--- config.mk ---
export PLATFORM = sky130hd
export DESIGN_NAME = vga_scanout_160x120
export DESIGN_NICKNAME = d
export VERILOG_FILES = /design/src/rtl/vga_timing_pkg.sv /design/src/rtl/vga_timing_gen.sv /design/src/rtl/vga_scanout_160x120.sv
export SDC_FILE = /design/constraint.sdc
export NUM_CORES = 1
export LEC_CHECK = 0
export CORE_ASPECT_RATIO = 0.75
export CORE_MARGIN = 2
export CORE_UTILIZATION = 50
export CTS_CLUSTER_DIAMETER = 100
export DETAILED_ROUTE_END_ITERATION = 12
export PLACE_DENSITY_LB_ADDON = 0.25
export SLEW_MARGIN = 20
export SYNTH_ARGS = -nofsm -noshare
export SYNTH_HDL_FRONTEND = slang
export SYNTH_SLANG_ARGS = --single-unit
--- constraint.sdc ---
create_clock -name clk -period 2.1 [get_ports clk]
set_input_delay 0.315 -clock clk [delete_from_list [all_inputs] [get_ports clk]]
set_output_delay 0.315 -clock clk [all_outputs]
set_load 0.02 [all_outputs]
--- src/rtl/vga_timing_pkg.sv ---
// 640x480@60 VGA timing constants and small helpers shared by the scanout blocks.
package vga_timing_pkg;

    localparam logic [9:0] H_VIS   = 10'd640;
    localparam logic [9:0] H_FP    = 10'd16;
    localparam logic [9:0] H_SYNC  = 10'd96;
    localparam logic [9:0] H_BP    = 10'd48;
    localparam logic [9:0] H_TOTAL = H_VIS + H_FP + H_SYNC + H_BP;
    localparam logic [9:0] H_LAST  = H_TOTAL - 10'd1;
    localparam logic [9:0] H_SYNC_S = H_VIS + H_FP;
    localparam logic [9:0] H_SYNC_E = H_SYNC_S + H_SYNC - 10'd1;

    localparam logic [9:0] V_VIS   = 10'd480;
    localparam logic [9:0] V_FP    = 10'd10;
    localparam logic [9:0] V_SYNC  = 10'd2;
    localparam logic [9:0] V_BP    = 10'd33;
    localparam logic [9:0] V_TOTAL = V_VIS + V_FP + V_SYNC + V_BP;
    localparam logic [9:0] V_LAST  = V_TOTAL - 10'd1;
    localparam logic [9:0] V_SYNC_S = V_VIS + V_FP;
    localparam logic [9:0] V_SYNC_E = V_SYNC_S + V_SYNC - 10'd1;

    localparam int ADDR_W = 15;
    localparam logic [ADDR_W-1:0] FB_W     = 15'd160;
    localparam logic [ADDR_W-1:0] FB_H     = 15'd120;
    localparam logic [ADDR_W-1:0] FB_DEPTH = 15'd19200;

    typedef logic [11:0] rgb12_t;

    // 80-pixel-wide colour bar index for a visible column
    function automatic logic [2:0] bar_index(input logic [9:0] h);
        logic [2:0] k;
        if (h < 10'd80)       k = 3'd0;
        else if (h < 10'd160) k = 3'd1;
        else if (h < 10'd240) k = 3'd2;
        else if (h < 10'd320) k = 3'd3;
        else if (h < 10'd400) k = 3'd4;
        else if (h < 10'd480) k = 3'd5;
        else if (h < 10'd560) k = 3'd6;
        else                  k = 3'd7;
        return k;
    endfunction

    function automatic rgb12_t bar_rgb(input logic [2:0] k);
        return {{4{k[2]}}, {4{k[1]}}, {4{k[0]}}};
    endfunction

endpackage

--- src/rtl/vga_timing_gen.sv ---
// Stage 0 of the scanout: h/v raster counters and the decoded enable/sync strobes.
module vga_timing_gen
    import vga_timing_pkg::*;
(
    input  logic       clk_i,
    input  logic       reset_i,
    input  logic       pix_ce_i,
    output logic [9:0] h_cnt_o,
    output logic [9:0] v_cnt_o,
    output logic       de0_o,
    output logic       hs0_o,
    output logic       vs0_o,
    output logic       in_vblank_o,
    output logic       line_end_o,
    output logic       frame_end_o
);

    logic [9:0] h_cnt_q, h_cnt_d;
    logic [9:0] v_cnt_q, v_cnt_d;

    // Raster counter next state
    always_comb begin
        h_cnt_d = h_cnt_q;
        v_cnt_d = v_cnt_q;
        if (pix_ce_i) begin
            if (h_cnt_q == H_LAST) begin
                h_cnt_d = 10'd0;
                if (v_cnt_q == V_LAST) begin
                    v_cnt_d = 10'd0;
                end else begin
                    v_cnt_d = v_cnt_q + 10'd1;
                end
            end else begin
                h_cnt_d = h_cnt_q + 10'd1;
            end
        end else begin
            h_cnt_d = h_cnt_q;
        end
    end

    // Raster counter registers
    always_ff @(posedge clk_i) begin
        if (reset_i) begin
            h_cnt_q <= 10'd0;
            v_cnt_q <= 10'd0;
        end else begin
            h_cnt_q <= h_cnt_d;
            v_cnt_q <= v_cnt_d;
        end
    end

    assign h_cnt_o     = h_cnt_q;
    assign v_cnt_o     = v_cnt_q;
    assign de0_o       = (h_cnt_q < H_VIS) && (v_cnt_q < V_VIS);
    assign hs0_o       = !((h_cnt_q >= H_SYNC_S) && (h_cnt_q <= H_SYNC_E));
    assign vs0_o       = !((v_cnt_q >= V_SYNC_S) && (v_cnt_q <= V_SYNC_E));
    assign in_vblank_o = (v_cnt_q >= V_VIS);
    assign line_end_o  = (h_cnt_q == H_LAST);
    assign frame_end_o = (h_cnt_q == H_LAST) && (v_cnt_q == V_LAST);

endmodule

--- src/rtl/vga_scanout_160x120.sv ---
// VGA 640x480@60 scanout of a 160x120x12 framebuffer with 4x4 pixel replication.
// Optional SCANOUT_PATTERN_EN: pattern_sel=1 replaces pixel data by 8 colour bars.
module vga_scanout_160x120
    import vga_timing_pkg::*;
(
    input  logic              clk,
    input  logic              reset,
    input  logic              pix_ce,
    input  logic [11:0]       rd_data,
    input  logic              pattern_sel,
    output logic [ADDR_W-1:0] addr,
    output logic [3:0]        vga_r,
    output logic [3:0]        vga_g,
    output logic [3:0]        vga_b,
    output logic              hsync,
    output logic              vsync,
    output logic              frame_start,
    output logic              in_vblank
);

    logic [9:0] h_cnt_s, v_cnt_s;
    logic       de0_s, hs0_s, vs0_s, in_vblank_s, line_end_s, frame_end_s;

    vga_timing_gen u_timing (
        .clk_i       (clk),
        .reset_i     (reset),
        .pix_ce_i    (pix_ce),
        .h_cnt_o     (h_cnt_s),
        .v_cnt_o     (v_cnt_s),
        .de0_o       (de0_s),
        .hs0_o       (hs0_s),
        .vs0_o       (vs0_s),
        .in_vblank_o (in_vblank_s),
        .line_end_o  (line_end_s),
        .frame_end_o (frame_end_s)
    );

    logic [ADDR_W-1:0] row_base_q, row_base_d, addr_q, addr_d;
    logic              de1_q, de1_d, hs1_q, hs1_d, vs1_q, vs1_d, first1_q, first1_d;
    rgb12_t            rgb_q, rgb_d;
    logic              hsync_q, hsync_d, vsync_q, vsync_d, fs_q, fs_d;
`ifdef SCANOUT_PATTERN_EN
    logic [2:0]        bar1_q, bar1_d;
`else
    logic              unused_pattern_sel_s;
    assign unused_pattern_sel_s = pattern_sel;
`endif

    // Stage 1: row_base steps by one framebuffer row after every fourth visible line
    always_comb begin
        row_base_d = row_base_q;
        addr_d     = addr_q;
        de1_d      = de1_q;
        hs1_d      = hs1_q;
        vs1_d      = vs1_q;
        first1_d   = first1_q;
`ifdef SCANOUT_PATTERN_EN
        bar1_d     = bar1_q;
`endif
        if (pix_ce) begin
            de1_d    = de0_s;
            hs1_d    = hs0_s;
            vs1_d    = vs0_s;
            first1_d = (h_cnt_s == 10'd0) && (v_cnt_s == 10'd0);
`ifdef SCANOUT_PATTERN_EN
            bar1_d   = bar_index(h_cnt_s);
`endif
            if (de0_s) begin
                addr_d = row_base_q + {7'd0, h_cnt_s[9:2]};
            end else begin
                addr_d = addr_q;
            end
            if (frame_end_s) begin
                row_base_d = {ADDR_W{1'b0}};
            end else if (line_end_s && !in_vblank_s && (v_cnt_s[1:0] == 2'b11)) begin
                row_base_d = row_base_q + FB_W;
            end else begin
                row_base_d = row_base_q;
            end
        end else begin
            addr_d = addr_q;
        end
    end

    // Stage 2: pins; frame_start lasts only the clk in which pixel (0,0) loads
    always_comb begin
        rgb_d   = rgb_q;
        hsync_d = hsync_q;
        vsync_d = vsync_q;
        fs_d    = 1'b0;
        if (pix_ce) begin
            hsync_d = hs1_q;
            vsync_d = vs1_q;
            fs_d    = first1_q;
            if (!de1_q) begin
                rgb_d = 12'h000;
`ifdef SCANOUT_PATTERN_EN
            end else if (pattern_sel) begin
                rgb_d = bar_rgb(bar1_q);
`endif
            end else begin
                rgb_d = rd_data;
            end
        end else begin
            fs_d = 1'b0;
        end
    end

    // Pipeline registers; reset dominates pix_ce
    always_ff @(posedge clk) begin
        if (reset) begin
            row_base_q <= {ADDR_W{1'b0}};
            addr_q     <= {ADDR_W{1'b0}};
            de1_q      <= 1'b0;
            hs1_q      <= 1'b1;
            vs1_q      <= 1'b1;
            first1_q   <= 1'b0;
            rgb_q      <= 12'h000;
            hsync_q    <= 1'b1;
            vsync_q    <= 1'b1;
            fs_q       <= 1'b0;
`ifdef SCANOUT_PATTERN_EN
            bar1_q     <= 3'd0;
`endif
        end else begin
            row_base_q <= row_base_d;
            addr_q     <= addr_d;
            de1_q      <= de1_d;
            hs1_q      <= hs1_d;
            vs1_q      <= vs1_d;
            first1_q   <= first1_d;
            rgb_q      <= rgb_d;
            hsync_q    <= hsync_d;
            vsync_q    <= vsync_d;
            fs_q       <= fs_d;
`ifdef SCANOUT_PATTERN_EN
            bar1_q     <= bar1_d;
`endif
        end
    end

    assign addr        = addr_q;
    assign vga_r       = rgb_q[11:8];
    assign vga_g       = rgb_q[7:4];
    assign vga_b       = rgb_q[3:0];
    assign hsync       = hsync_q;
    assign vsync       = vsync_q;
    assign frame_start = fs_q;
    assign in_vblank   = in_vblank_s;

endmodule
Word-level counts from Yosys, hierarchy flattened
Index checks and enable logic that the tools add are counted.
{ "totals": {"register_bits": 69, "out_inout_bits": 31, "wordCells": 49, "input_bits": 16} }
{ "classes": {"n_reduce_logical": 17, "eq_ne": 3, "bitwise": 1, "n_addsub": 4, "muxes": 5, "n_lt_le_gt_ge": 7} }
{ "op_table": {"columns": ["operator", "n"], "rows": [
  ["15-bit two-way mux", 2],
  ["10-bit by 1-bit adder with 10-bit output (second input constant)", 2],
  ["10-bit equality test (second input constant)", 2],
  ["10-bit by 9-bit >= comparator with 1-bit output (second input constant)", 2],
  ["10-bit zero test", 2],
  ["10-bit two-way mux", 2],
  ["15-bit by 8-bit adder with 15-bit output", 1],
  ["15-bit by 8-bit adder with 15-bit output (second input constant)", 1],
  ["12-bit two-way mux", 1],
  ["10-bit >= comparator (second input constant)", 1],
  ["10-bit <= comparator (second input constant)", 1],
  ["10-bit by 9-bit <= comparator with 1-bit output (second input constant)", 1],
  ["10-bit < comparator (second input constant)", 1],
  ["10-bit by 9-bit < comparator with 1-bit output (second input constant)", 1],
  ["1-bit logical AND", 7],
  ["2-bit AND reduction", 3],
  ["1-bit zero test", 3],
  ["2-bit equality test (second input constant)", 1],
  ["2-bit nonzero test", 1],
  ["2-bit OR reduction", 1],
  ["1-bit NOT", 1]
]} }

Logic depth before layout (Yosys ltp)
Gate-level depths: netlist of run 1.
{ "logic_depth": {"depth_word": 6, "mapped_depth": 7, "mapped_depth_nobuf": 6} }

Cells and area by module
A second synthesis of run 1 with hierarchy kept.
{ "hier_totals": {"cells_unflattened": 340, "hier_area_um2": 3006.6} }
{ "modules_own_cells": {"columns": ["mod", "area_each_um2", "instances", "cells_per_inst", "seq_area_each_um2"], "rows": [
  ["vga_scanout_160x120", 1875.5, 1, 206, 880.8],
  ["vga_timing_gen", 1131.1, 1, 134, 400.4]
]} }

Worst setup path before layout of run 1
No wires, ideal clock.
{ "synth_path": {"kind": "register -> register", "from": "register u_timing.h_cnt_q[8], in the netlist u_timing.h_cnt_o[8]", "to": "register addr_q[14], in the netlist addr[14]", "required_time_ns": 2.014, "slack_ns": 0.292, "t_arrival_ns": 1.723, "path_buffers": 0, "synth_period_minus_slack_ns": 1.808, "setup_ns": 0.086, "path_stages_with_launch": 7, "cell_sequence": "dfxtp_1 > ha_1 > a21o_1 > a21oi_1 > nor3_1 > xnor2_1 > a211oi_1"} }
{ "synth_via": {"elab_chain_len": 3, "word_cells_on_any_way": 4, "cone_classes": "add/sub (1); order compare (1); reduce/logical (2)"} }
{ "synth_rtl": {"columns": ["element", "line_no", "text"], "rows": [
  ["from (decl)", "vga_timing_gen.sv:18", "logic [9:0] h_cnt_q, h_cnt_d;"],
  ["from (signal assigned)", "vga_timing_gen.sv:47", "h_cnt_q <= h_cnt_d;"],
  ["10-bit < comparator", "vga_timing_gen.sv:54", "assign de0_o = (h_cnt_q < H_VIS) && (v_cnt_q < V_VIS);"],
  ["1-bit logical AND", "vga_timing_gen.sv:54", null],
  ["2-bit AND reduction (no line)", null, null],
  ["to (signal assigned)", "vga_scanout_160x120.sv:113", "addr_q <= {ADDR_W{1'b0}};"],
  ["to (signal assigned)", "vga_scanout_160x120.sv:127", "addr_q <= addr_d;"],
  ["to (decl)", "vga_scanout_160x120.sv:38", "logic [ADDR_W-1:0] row_base_q, row_base_d, addr_q, addr_d;"]
]} }
Several ways; a longest one is shown, not always the timed one.
A chain may end at the register's enable or synchronous reset.

Worst setup path after layout of run 1
{ "layout_path": {"from": "register u_timing.h_cnt_q[0], in the netlist u_timing.h_cnt_o[0]", "to": "register row_base_q[5]"} }
{ "layout_via": {"elab_chain_len": 5, "word_cells_on_any_way": 7, "cone_classes": "eq/ne (1); mux (1); reduce/logical (5)"} }
{ "layout_rtl": {"columns": ["element", "line_no", "text"], "rows": [
  ["10-bit equality test *", "vga_timing_gen.sv:58, vga_timing_gen.sv:59", null],
  ["1-bit logical AND (2 in a row)", "vga_scanout_160x120.sv:75", "end else if (line_end_s && !in_vblank_s && (v_cnt_s[1:0] == 2'b11)) begin"],
  ["2-bit nonzero test (no line)", null, null],
  ["2-bit AND reduction (no line)", null, null],
  ["to (signal assigned)", "vga_scanout_160x120.sv:112", "row_base_q <= {ADDR_W{1'b0}};"],
  ["to (signal assigned)", "vga_scanout_160x120.sv:126", "row_base_q <= row_base_d;"],
  ["to (decl)", "vga_scanout_160x120.sv:38", null]
]} }
Every way passes the cells marked *; elsewhere a longest branch is shown, timed or not.

==> results of run 1 <==
==> synth_stat cells, types with 8 or more instances <==
library cell   n
nand3_1        8
a21oi_1       38
nand4_1       13
nor2b_1       16
xor2_1        14
nor3_1        12
clkbuf_1      16
nand2_1       31
ha_1           9
o21ai_0       11
xnor2_1       10
nor2_1        44
dfxtp_1       64
==> worst max-delay path by stage <==
stage | start | end | slack [ns] | cells past startpoint
after floorplan | u_timing.h_cnt_o[8]$_SDFFE_PP0P_ | addr[14]$_SDFFE_PP0P_ | 0.29 | 6
after global placement | pix_ce | row_base_q[11]$_SDFFE_PP0P_ | 0.02 | 6
after detailed placement | pix_ce | row_base_q[11]$_SDFFE_PP0P_ | 0.006 | 6
after CTS | u_timing.v_cnt_o[5]$_SDFFE_PP0P_ | in_vblank | 0.03 | 3
after global routing | u_timing.h_cnt_o[0]$_SDFFE_PP0P_ | row_base_q[5]$_SDFFE_PP0P_ | 0.02 | 7
final | u_timing.h_cnt_o[0]$_SDFFE_PP0P_ | row_base_q[5]$_SDFFE_PP0P_ | 0.13 | 7
==> where the power goes <==
group	switching [mW]	internal (mW)
logic	0.0916	0.0836
registers	0.0158	1.24
clock network	0.505	0.675
total	0.612	1.99
==> routing by layer <==
metal  global-route usage [%]  up-vias  routed length [microns]
met3                     7.67        2                      371
met2                     32.5       63                     2960
met1                     31.3     1221                     3360
met4                     7.35        0                       29
li1                         -     1342                        -
met5                        0        -                        0
==> kinds of logic after synthesis <==
| family | count (synthesis) | synth area share, % |
|---|---|---|
| muxes | 1 | 0.335 |
| DFF | 64 | 42.9 |
| AOI/OAI and AO/OA | 72 | 14.3 |
| adders and majority gates | 9 | 3.77 |
| and+or+nand+nor | 157 | 27.6 |
| xor gates and xnor gates | 24 | 7.04 |
| buffers and inverters | 28 | 3.94 |
==> stage by stage <==
stage / std cells / cell area [sq um] / setup WS (ns) / power [mW] / utilization, %
2_1_floorplan: 355 / 2980 / 0.292 / 1.38 / -
3_3_place_gp: 471 / 3550 / 0.0241 / 1.45 / 61.3
3_5_place_dp: 471 / 3550 / 0.00590 / 1.46 / 61.3
4_1_cts: 487 / 3780 / 0.0318 / 2.63 / 65.2
5_1_grt: 487 / 3780 / 0.0175 / 2.71 / 65.3
6_report: 487 / 3780 / 0.132 / 2.61 / 65.3
==> registers in the layout, indices dropped and copies added, names as in the netlist <==
name              cells
u_timing.h_cnt_o     10
hsync                 1
u_timing.v_cnt_o     10
hs1_q                 1
de1_q                 1
vs1_q                 1
rgb_q                12
vsync                 1
first1_q              1
frame_start           1
addr                 15
row_base_q           10
==> repair_timing <==
item	in CTS	in global routing
resized for setup	1	3
cloned	0	0
pin swaps	0	0
setup endpoints to repair	1	1
==> critical path, stage by stage, from the launching register on <==
cell and delay (ns):
dfxtp_1 0.40, ha_1 0.22, nand4_1 0.15, nor4_2 0.28, buf_4 0.25, o21a_2 0.24, nand2_1 0.10, o31ai_1 0.23
==> layout make-up <==
cell class | count | area [sq um] | share of cell area, %
Clock buffer | 10 | 128 | 3.37
Clock inverter | 6 | 92.6 | 2.45
Inverter | 7 | 26.3 | 0.694
Multi-Input combinational cell | 263 | 1590 | 42.1
Sequential cell | 64 | 1280 | 34.0
Tap cell | 78 | 97.6 | 2.58
Timing Repair Buffer | 59 | 563 | 14.9
==> reports/qor.yml, run 1 <==
status:
  status: "complete, no violations"
clock_network:
  hold_buffers: 0
  clock_path_buffers: 2
  numCtsBuffers: 9
  cts.sink_count: 64
  cts_tree: "built"
  clk-insertion-delay-late_ns: 0.34
  htreeDepth: 3
  cts_root_buf: "clkbuf_8"
  cts_setup_buffers: 0
  clk_pin_slew_ns: 0.08
yosys:
  synth-async-reset-ratio_pct: 0
  syn_nets: 380
  yosysWarnings: 0
  synth_edf_count: 0
  yosysSeqAreaShare_pct: 42.9
  synthTopCellsByArea: "dfxtp_1, a21oi_1, nor2_1"
  syn_inst: 355
  synth_cell_types: 47
  ys_ff_latch: 64
  synth_flop_cell: "dfxtp_1"
  yosysTopAreaCell: "dfxtp_1"
  netlist_area_sq_um: 2980
  yosysTopAreaCellShare_pct: 42.9
  synth_area_per_cell_sq_um: 8.41
setup_path:
  r2r_start: "u_timing.h_cnt_o[0]$_SDFFE_PP0P_"
  rrSetupSlack_ns: 0.13
  setup.worst_path.start_class: "flip-flop"
  worstPathMaxFanout: 12
  crit_type: "reg -> reg"
  end_kind: "flip-flop"
  worst_ep_required_time_ns: 2.35
  reg2reg_depth: 7
  regToRegEndpoint: "row_base_q[5]$_SDFFE_PP0P_"
  crit_arrival_ns: 2.21
layout:
  layout_commonest_cell: "dfxtp_1"
  diodes: 0
  area_growth_pct: 26.8
  num-fill-cells: 493
  layout-drive-gt1-share_pct: 10.0
  final_cell_mix: "dfxtp_1, nor2_1, clkdlybuf4s50_1, a21oi_1, nand2_1"
  fin_nets: 429
sta:
  max_freq_mhz: 508
  rsz0062_at_grt: "false"
  setup_viol: 0
  finalCritPeriodShare_pct: 93.7
  hold_violations: 0
  finalCriticalPeriod_ns: 1.97
  worst_slew_pin_slew_ns: 0.732
  maxSlewViolCount: 0
  fin_setup_tns_ns: 0
  whs_ns: 0.423
  maxSlewHeadroom_pct: 51.2
  finClkSkew_ns: 0.0110
floorplan:
  die_h_microns: 70.9
  dieArea_sq_um: 6610
  die_w_microns: 93.2
  ios: 47
  core_area_sq_um: 5800
  rows: 24
  initial_core_util_pct: 51.5
grt:
  grt_pass1_wl_mm: 11.6
  grt_pass1_vias: 2419
  grt_util_all_layers_pct: 22.4
  overflow: 0
  antenna_found_initial: 0
  grt_max_degree: 42
routing:
  vias: 2628
  routed_wl_mm: 6.72
  drt.antenna.violating_nets: 0
  wl_per_cell_microns: 13.8
  route.detailed.drc: 0
  firstDrtPassIters: 5
  detail_route.iter0.violations: 138
  vias_per_cell: 5.40
power:
  ir_worst_vdd_mv: 0.361
  cellPowerDensity_nw_per_um2: 689
  power_leakage_nw: 1.35
hold_path:
  hold_depth: 2
  holdPathEnd: "frame_start$_SDFF_PP0_"
  min_from: "first1_q$_SDFFE_PP0P_"
  hold_class: "reg -> reg"
flow_run:
  cap_violations: 0
place:
  hpwl_mm: 4.54
  port_buffers: 45
  gp_congestion: 0.870
Note: power is estimated with default switching activity, not from simulation.
==> run 2: changes to the inputs <==
--- a/config.mk
+++ b/config.mk
@@ -5,6 +5,7 @@
 export SDC_FILE = /design/constraint.sdc
 export NUM_CORES = 1
 export LEC_CHECK = 0
+export ABC_AREA = 0
 export CORE_ASPECT_RATIO = 0.75
 export CORE_MARGIN = 2
 export CORE_UTILIZATION = 50
==> results of run 2 <==
No change in the layout: final DEF, timing and power equal those of run 1.
==> edit 1 (flow settings as in run 2) <==
The output `frame_start` loses its register stage (`fs_q` becomes a continuous assignment).
--- a/src/rtl/vga_scanout_160x120.sv
+++ b/src/rtl/vga_scanout_160x120.sv
@@ -118,7 +118,6 @@
             rgb_q      <= 12'h000;
             hsync_q    <= 1'b1;
             vsync_q    <= 1'b1;
-            fs_q       <= 1'b0;
 `ifdef SCANOUT_PATTERN_EN
             bar1_q     <= 3'd0;
 `endif
@@ -132,12 +131,13 @@
             rgb_q      <= rgb_d;
             hsync_q    <= hsync_d;
             vsync_q    <= vsync_d;
-            fs_q       <= fs_d;
 `ifdef SCANOUT_PATTERN_EN
             bar1_q     <= bar1_d;
 `endif
         end
     end
+
+    assign fs_q = fs_d;
 
     assign addr        = addr_q;
     assign vga_r       = rgb_q[11:8];
Behaviour: not the same (Yosys sat finds a counterexample within 4 cycles, from zero or initial values and one cycle with reset high).
==> edit 1 against run 2 <==
The flow now finishes with violations (negative setup slack). Sequential cell count is 1 lower. Power is 11% lower. Largest power group unchanged. Clock skew is 2.9 ps higher. Cell area is 0.63% higher. Area after synthesis is 2.5% lower. Non-clock buffer count is 14 higher. Critical endpoint is now row_base_q[12]. Worst setup slack worse by 150 ps. First-iteration DRC count is 7.2% higher. Routed wire length is 1.2% lower.
==> edit 1: results (changes against run 2) <==
outcome - complete, but fails checks (was finished clean)
violated checks - negative setup slack
Synth Area in Compound Gates - 14.2% (was 14.3%)
Largest register FFs - 15 (unchanged)
Critical Path Max Stage Delay - 530 ps (was 400 ps)
synthesized area per cell - 8.41 sq um (about the same)
share of flip-flops with an asynchronous set or reset - 0% (unchanged)
Setup TNS - -19.6 ps (was 0 ps)
number of synthesized flops with an enable pin - 0 (unchanged)
Post-DP HPWL - 4620 microns (was 4540 microns)
port bufs - 45 (unchanged)
ant diodes - 0 (unchanged)
vias in the first global route - 2344 (was 2419)
post-synthesis adder-cell area fraction - 3.87% (was 3.77%)
final setup vio count - 1 (was 0)
slew margin rel. - 55.6% (was 51.2%)
pre-CTS WS - -85.7 ps (was 5.90 ps)
first-pass GRT wire length - 11000 microns (was 11600 microns)
largest net degree at the start of global routing - 26 (was 42)
Arr. time, crit path - 2390 ps (was 2210 ps)
sequential area share after synthesis - 43.4% (was 42.9%)
top cells by count, synth - 63 x dfxtp_1, 41 x nor2_1, 37 x a21oi_1 (was 64 x dfxtp_1, 44 x nor2_1, 38 x a21oi_1)
CP max FO - 3 (was 12)
DR iter-0 viols - 148 (was 138)
CTS Buf Count - 9 (unchanged)
vias - 2633 (was 2628)
area share of xor/xnor cells in the synthesized design - 7.23% (was 7.04%)
Area contributors post-synth - dfxtp_1 43%, a21oi_1 6.4%, nor2_1 5.3% (was dfxtp_1 43%, a21oi_1 6.4%, nor2_1 5.5%)
CTS H-tree lvls - 3 (unchanged)
VDD IR-drop max - 536 uV (was 361 uV)
placed cells - 474 (was 471)
warnings from Yosys - 0 (unchanged)
Post-CTS Hold Fix Bufs - 0 (unchanged)
clk slew on worst S/H paths - 70 ps
static leakage - 0.00142 uW (was 0.00135 uW)
Finished Layout Cells - 492 (was 487)
clock latency on the worst-skew pair - 340 ps (about the same)
gr usage total - 21.4% (was 22.4%)
fin nets - 435 (was 429)
mux contribution to synthesized area - 0.688% (was 0.335%)
HP Class - primary input to flip-flop (was flip-flop to flip-flop)
CTS Buffer Depth - 2 (unchanged)
Worst path slowest cell - or4b_4 (was dfxtp_1)
Crit path max-delay family - simple AND/OR/NAND/NOR gates (unchanged)
clk_skew - 13.9 ps (was 11.0 ps)
layout cells sized above 1 - 14.3% (was 10.0%)
DRT Pass-1 Iters - 4 (was 5)
Post-DP Area - 3580 sq um (was 3550 sq um)
root buf cell - clkbuf_8 (unchanged)
Net Count, Synth - 371 (was 380)
setup ws final - -19.6 ps (was 132 ps)
Final Wtd Congestion - 0.836 (was 0.870)
wire per inst - 13.5 microns (was 13.8 microns)
distinct cell type count after synthesis - 44 (was 47)
initial antenna violation count - 0 (unchanged)
[edit 1: what timing repair did]
item | 4_1_cts | 5_1_grt
hold endpoints to repair | 0 | 0
setup endpoints to repair | 4 | 16
pin swaps | 4 | 5
gates cloned | 0 | 0
setup buffers | 3 | 0
gates resized for setup | 7 | 6
[edit 1: report_power, final]
group | switching, uW | internal [uW] | total (uW)
combinational | 94.1 | 89.9 | 184
clock | 450 | 447 | 897
sequential | 19.6 | 1220 | 1240
total | 563 | 1760 | 2320
[edit 1: kinds of logic after synthesis]
family	after synthesis
compound gates	69
xor+xnor	24
fa+ha+maj	9
buf+inv	27
flops	63
mux	2
simple gates	152
[edit 1: worst paths after layout]
path                        from              to  slack (ps)  cells after the start
min                        reset        rgb_q[3]         410                      2
min reg2reg              addr[0]         addr[0]         450                      2
max reg2reg  u_timing.v_cnt_o[0]  row_base_q[12]         -20                      7
max          u_timing.v_cnt_o[0]  row_base_q[12]         -20                      7
[edit 1: routing by layer]
| layer | track usage (%) | part of all wire [%] | wire length [microns] | vias up |
|---|---|---|---|---|
| li1 | - | - | - | 1335 |
| met1 | 29.5 | 50 | 3300 | 1213 |
| met2 | 31.3 | 42 | 2820 | 77 |
| met3 | 7.98 | 6.5 | 432 | 8 |
| met4 | 6.80 | 1.3 | 87 | 0 |
| met5 | 0 | 0 | 0 | - |
[edit 1: cell type report]
class	instances	area (sq um)
flip-flops and latches	63	1260
inverters	7	26.3
clock inverters	4	22.5
fillers	481	1900
clock buffers	11	141
repair buffers	73	667
multi-input cells	256	1590
well taps	78	97.6
[edit 1: per-stage QoR]
step           hold slack (ps)  power (uW)
3_3_place_gp               441        1450
6_report                   406        2320
3_5_place_dp               446        1450
5_1_grt                    408        2420
2_1_floorplan              431        1370
4_1_cts                    395        2350
==> edit 2 (flow settings as in run 2) <==
Made on the original files. Add a define of `SCANOUT_PATTERN_EN`.
--- a/src/rtl/vga_scanout_160x120.sv
+++ b/src/rtl/vga_scanout_160x120.sv
@@ -1,5 +1,7 @@
 // VGA 640x480@60 scanout of a 160x120x12 framebuffer with 4x4 pixel replication.
 // Optional SCANOUT_PATTERN_EN: pattern_sel=1 replaces pixel data by 8 colour bars.
+`define SCANOUT_PATTERN_EN
+
 module vga_scanout_160x120
     import vga_timing_pkg::*;
 (
Check against the original RTL: not equivalent (Yosys sat finds a counterexample within 4 cycles, from zero or initial values and one cycle with reset high).
==> edit 2 against run 2 <==
Routed wire length increased by 31%. Area after synthesis increased by 19%. Critical path depth decreased by 4. Largest power group is now clock. Worst setup slack got worse by 19 ps. Register-to-register slack improved by 60 ps. Highest routed layer unchanged. Cell area increased by 19%. Die area increased by 18%. Sequential power increased by 4%. Power increased by 9.4%. Sequential cell count increased by 3.
==> edit 2: results (changes against run 2) <==
outcome - finished clean (unchanged)
met3 WL - 515 microns (was 371 microns)
post-CTS setup buffer count - 0 (unchanged)
static leakage - 0.00166 uW (was 0.00135 uW)
first-pass GRT wire length - 15000 microns (was 11600 microns)
Post-synth top flop - dfxtp_1 (unchanged)
Post-DP Area - 4230 sq um (was 3550 sq um)
Post-Synthesis Cells - 436 (was 355)
placed cells - 569 (was 471)
clk slew on worst S/H paths - 70 ps
CP max FO - 6 (was 12)
Largest register FFs - 15 (unchanged)
CTS resizes - 1 (unchanged)
Final Wtd Congestion - 0.851 (was 0.870)
clk_skew - 9.43 ps (was 11.0 ps)
fin nets - 521 (was 429)
DR iter-0 viols - 215 (was 138)
gr usage total - 23.9% (was 22.4%)
layout cells sized above 1 - 12.6% (was 10.0%)
CTS Buffer Depth - 2 (unchanged)
WL met1 - 4470 microns (was 3360 microns)
VDD IR-drop max - 422 uV (was 361 uV)
Area contributors post-synth - dfxtp_1 38%, a21oi_1 4.9%, nor2_1 4.8% (was dfxtp_1 43%, a21oi_1 6.4%, nor2_1 5.5%)
CTS H-tree lvls - 3 (unchanged)
slew margin rel. - 67.6% (was 51.2%)
top cells by count, synth - 67 x dfxtp_1, 45 x nor2_1, 35 x a21oi_1 (was 64 x dfxtp_1, 44 x nor2_1, 38 x a21oi_1)
Arr. time, crit path - 1670 ps (was 2210 ps)
ant diodes - 0 (unchanged)
Post-DP HPWL - 6250 microns (was 4540 microns)
CTS Buf Count - 9 (unchanged)
DRT Pass-1 Iters - 4 (was 5)
root buf cell - clkbuf_8 (unchanged)
HP Class - primary input to flip-flop (was flip-flop to flip-flop)
Finished Layout Cells - 585 (was 487)
M3 GR Usage - 5.56% (was 7.67%)
vias in the first global route - 3062 (was 2419)
GRT met2 Usage - 33.9% (was 32.5%)
Net Count, Synth - 461 (was 380)
sequential area share after synthesis - 37.9% (was 42.9%)
vias - 3376 (was 2628)
initial antenna violation count - 0 (unchanged)
top sig layer - met4 (unchanged)
met2 routed WL - 3810 microns (was 2960 microns)
clock latency on the worst-skew pair - 350 ps
pre-CTS WS - 82.4 ps (was 5.90 ps)
met1 Use GR - 36.3% (was 31.3%)
final WL - 8830 microns (was 6720 microns)
distinct cell type count after synthesis - 55 (was 47)
port bufs - 46 (was 45)
warnings from Yosys - 0 (unchanged)
share of flip-flops with an asynchronous set or reset - 0% (unchanged)
largest net degree at the start of global routing - 30 (was 42)
edit 2: cell types whose count changed in the layout (fill, tap and decap cells not counted), moves of 5 or more:
| cell | run 2 | this run |
|---|---|---|
| mux2i_1 | 1 | 8 |
| o21ai_0 | 11 | 30 |
| xor2_1 | 14 | 6 |
| a211oi_1 | 6 | 14 |
| buf_4 | 13 | 32 |
| inv_1 | 7 | 21 |
| o211ai_1 | 0 | 6 |
| and4_1 | 0 | 5 |
| nand3_1 | 8 | 16 |
edit 2: where the power goes:
group | switching [uW] | internal (uW)
sequential | 12.4 | 1290
combinational | 107 | 94.1
clock | 523 | 823
edit 2: area by class of cell:
type | count | area (sq um)
flip-flops and latches | 67 | 1350
inverters | 21 | 78.8
well taps | 84 | 105
fillers | 575 | 2330
clock buffers | 10 | 138
clock inverters | 6 | 111
multi-input cells | 318 | 2010
repair buffers | 79 | 716
edit 2: worst paths after layout:
check | start | depth (start not counted) | endpoint | slack (ps)
hold / removal | reset | 2 | addr[7] | 380
setup reg to reg | u_timing.v_cnt_o[0] | 7 | row_base_q[9] | 190
setup / recovery | u_timing.v_cnt_o[8] | 3 | in_vblank | 110
hold reg to reg | first1_q | 2 | frame_start | 440
edit 2: logic make-up after synthesis:
group | synth area share (%)
XOR/XNOR | 4.45
buffers and inverters | 5.97
AND/OR/NAND/NOR | 26.2
multiplexers | 2.26
adder cells (fa/ha/maj) | 3.18
AO/OA/AOI/OAI | 20.1
flip-flops | 37.9
edit 2: critical path, stage by stage, from the launching register on:
cell and delay (ps):
dfxtp_1 450, a41oi_4 200, inv_1 90, clkdlybuf4s50_1 600
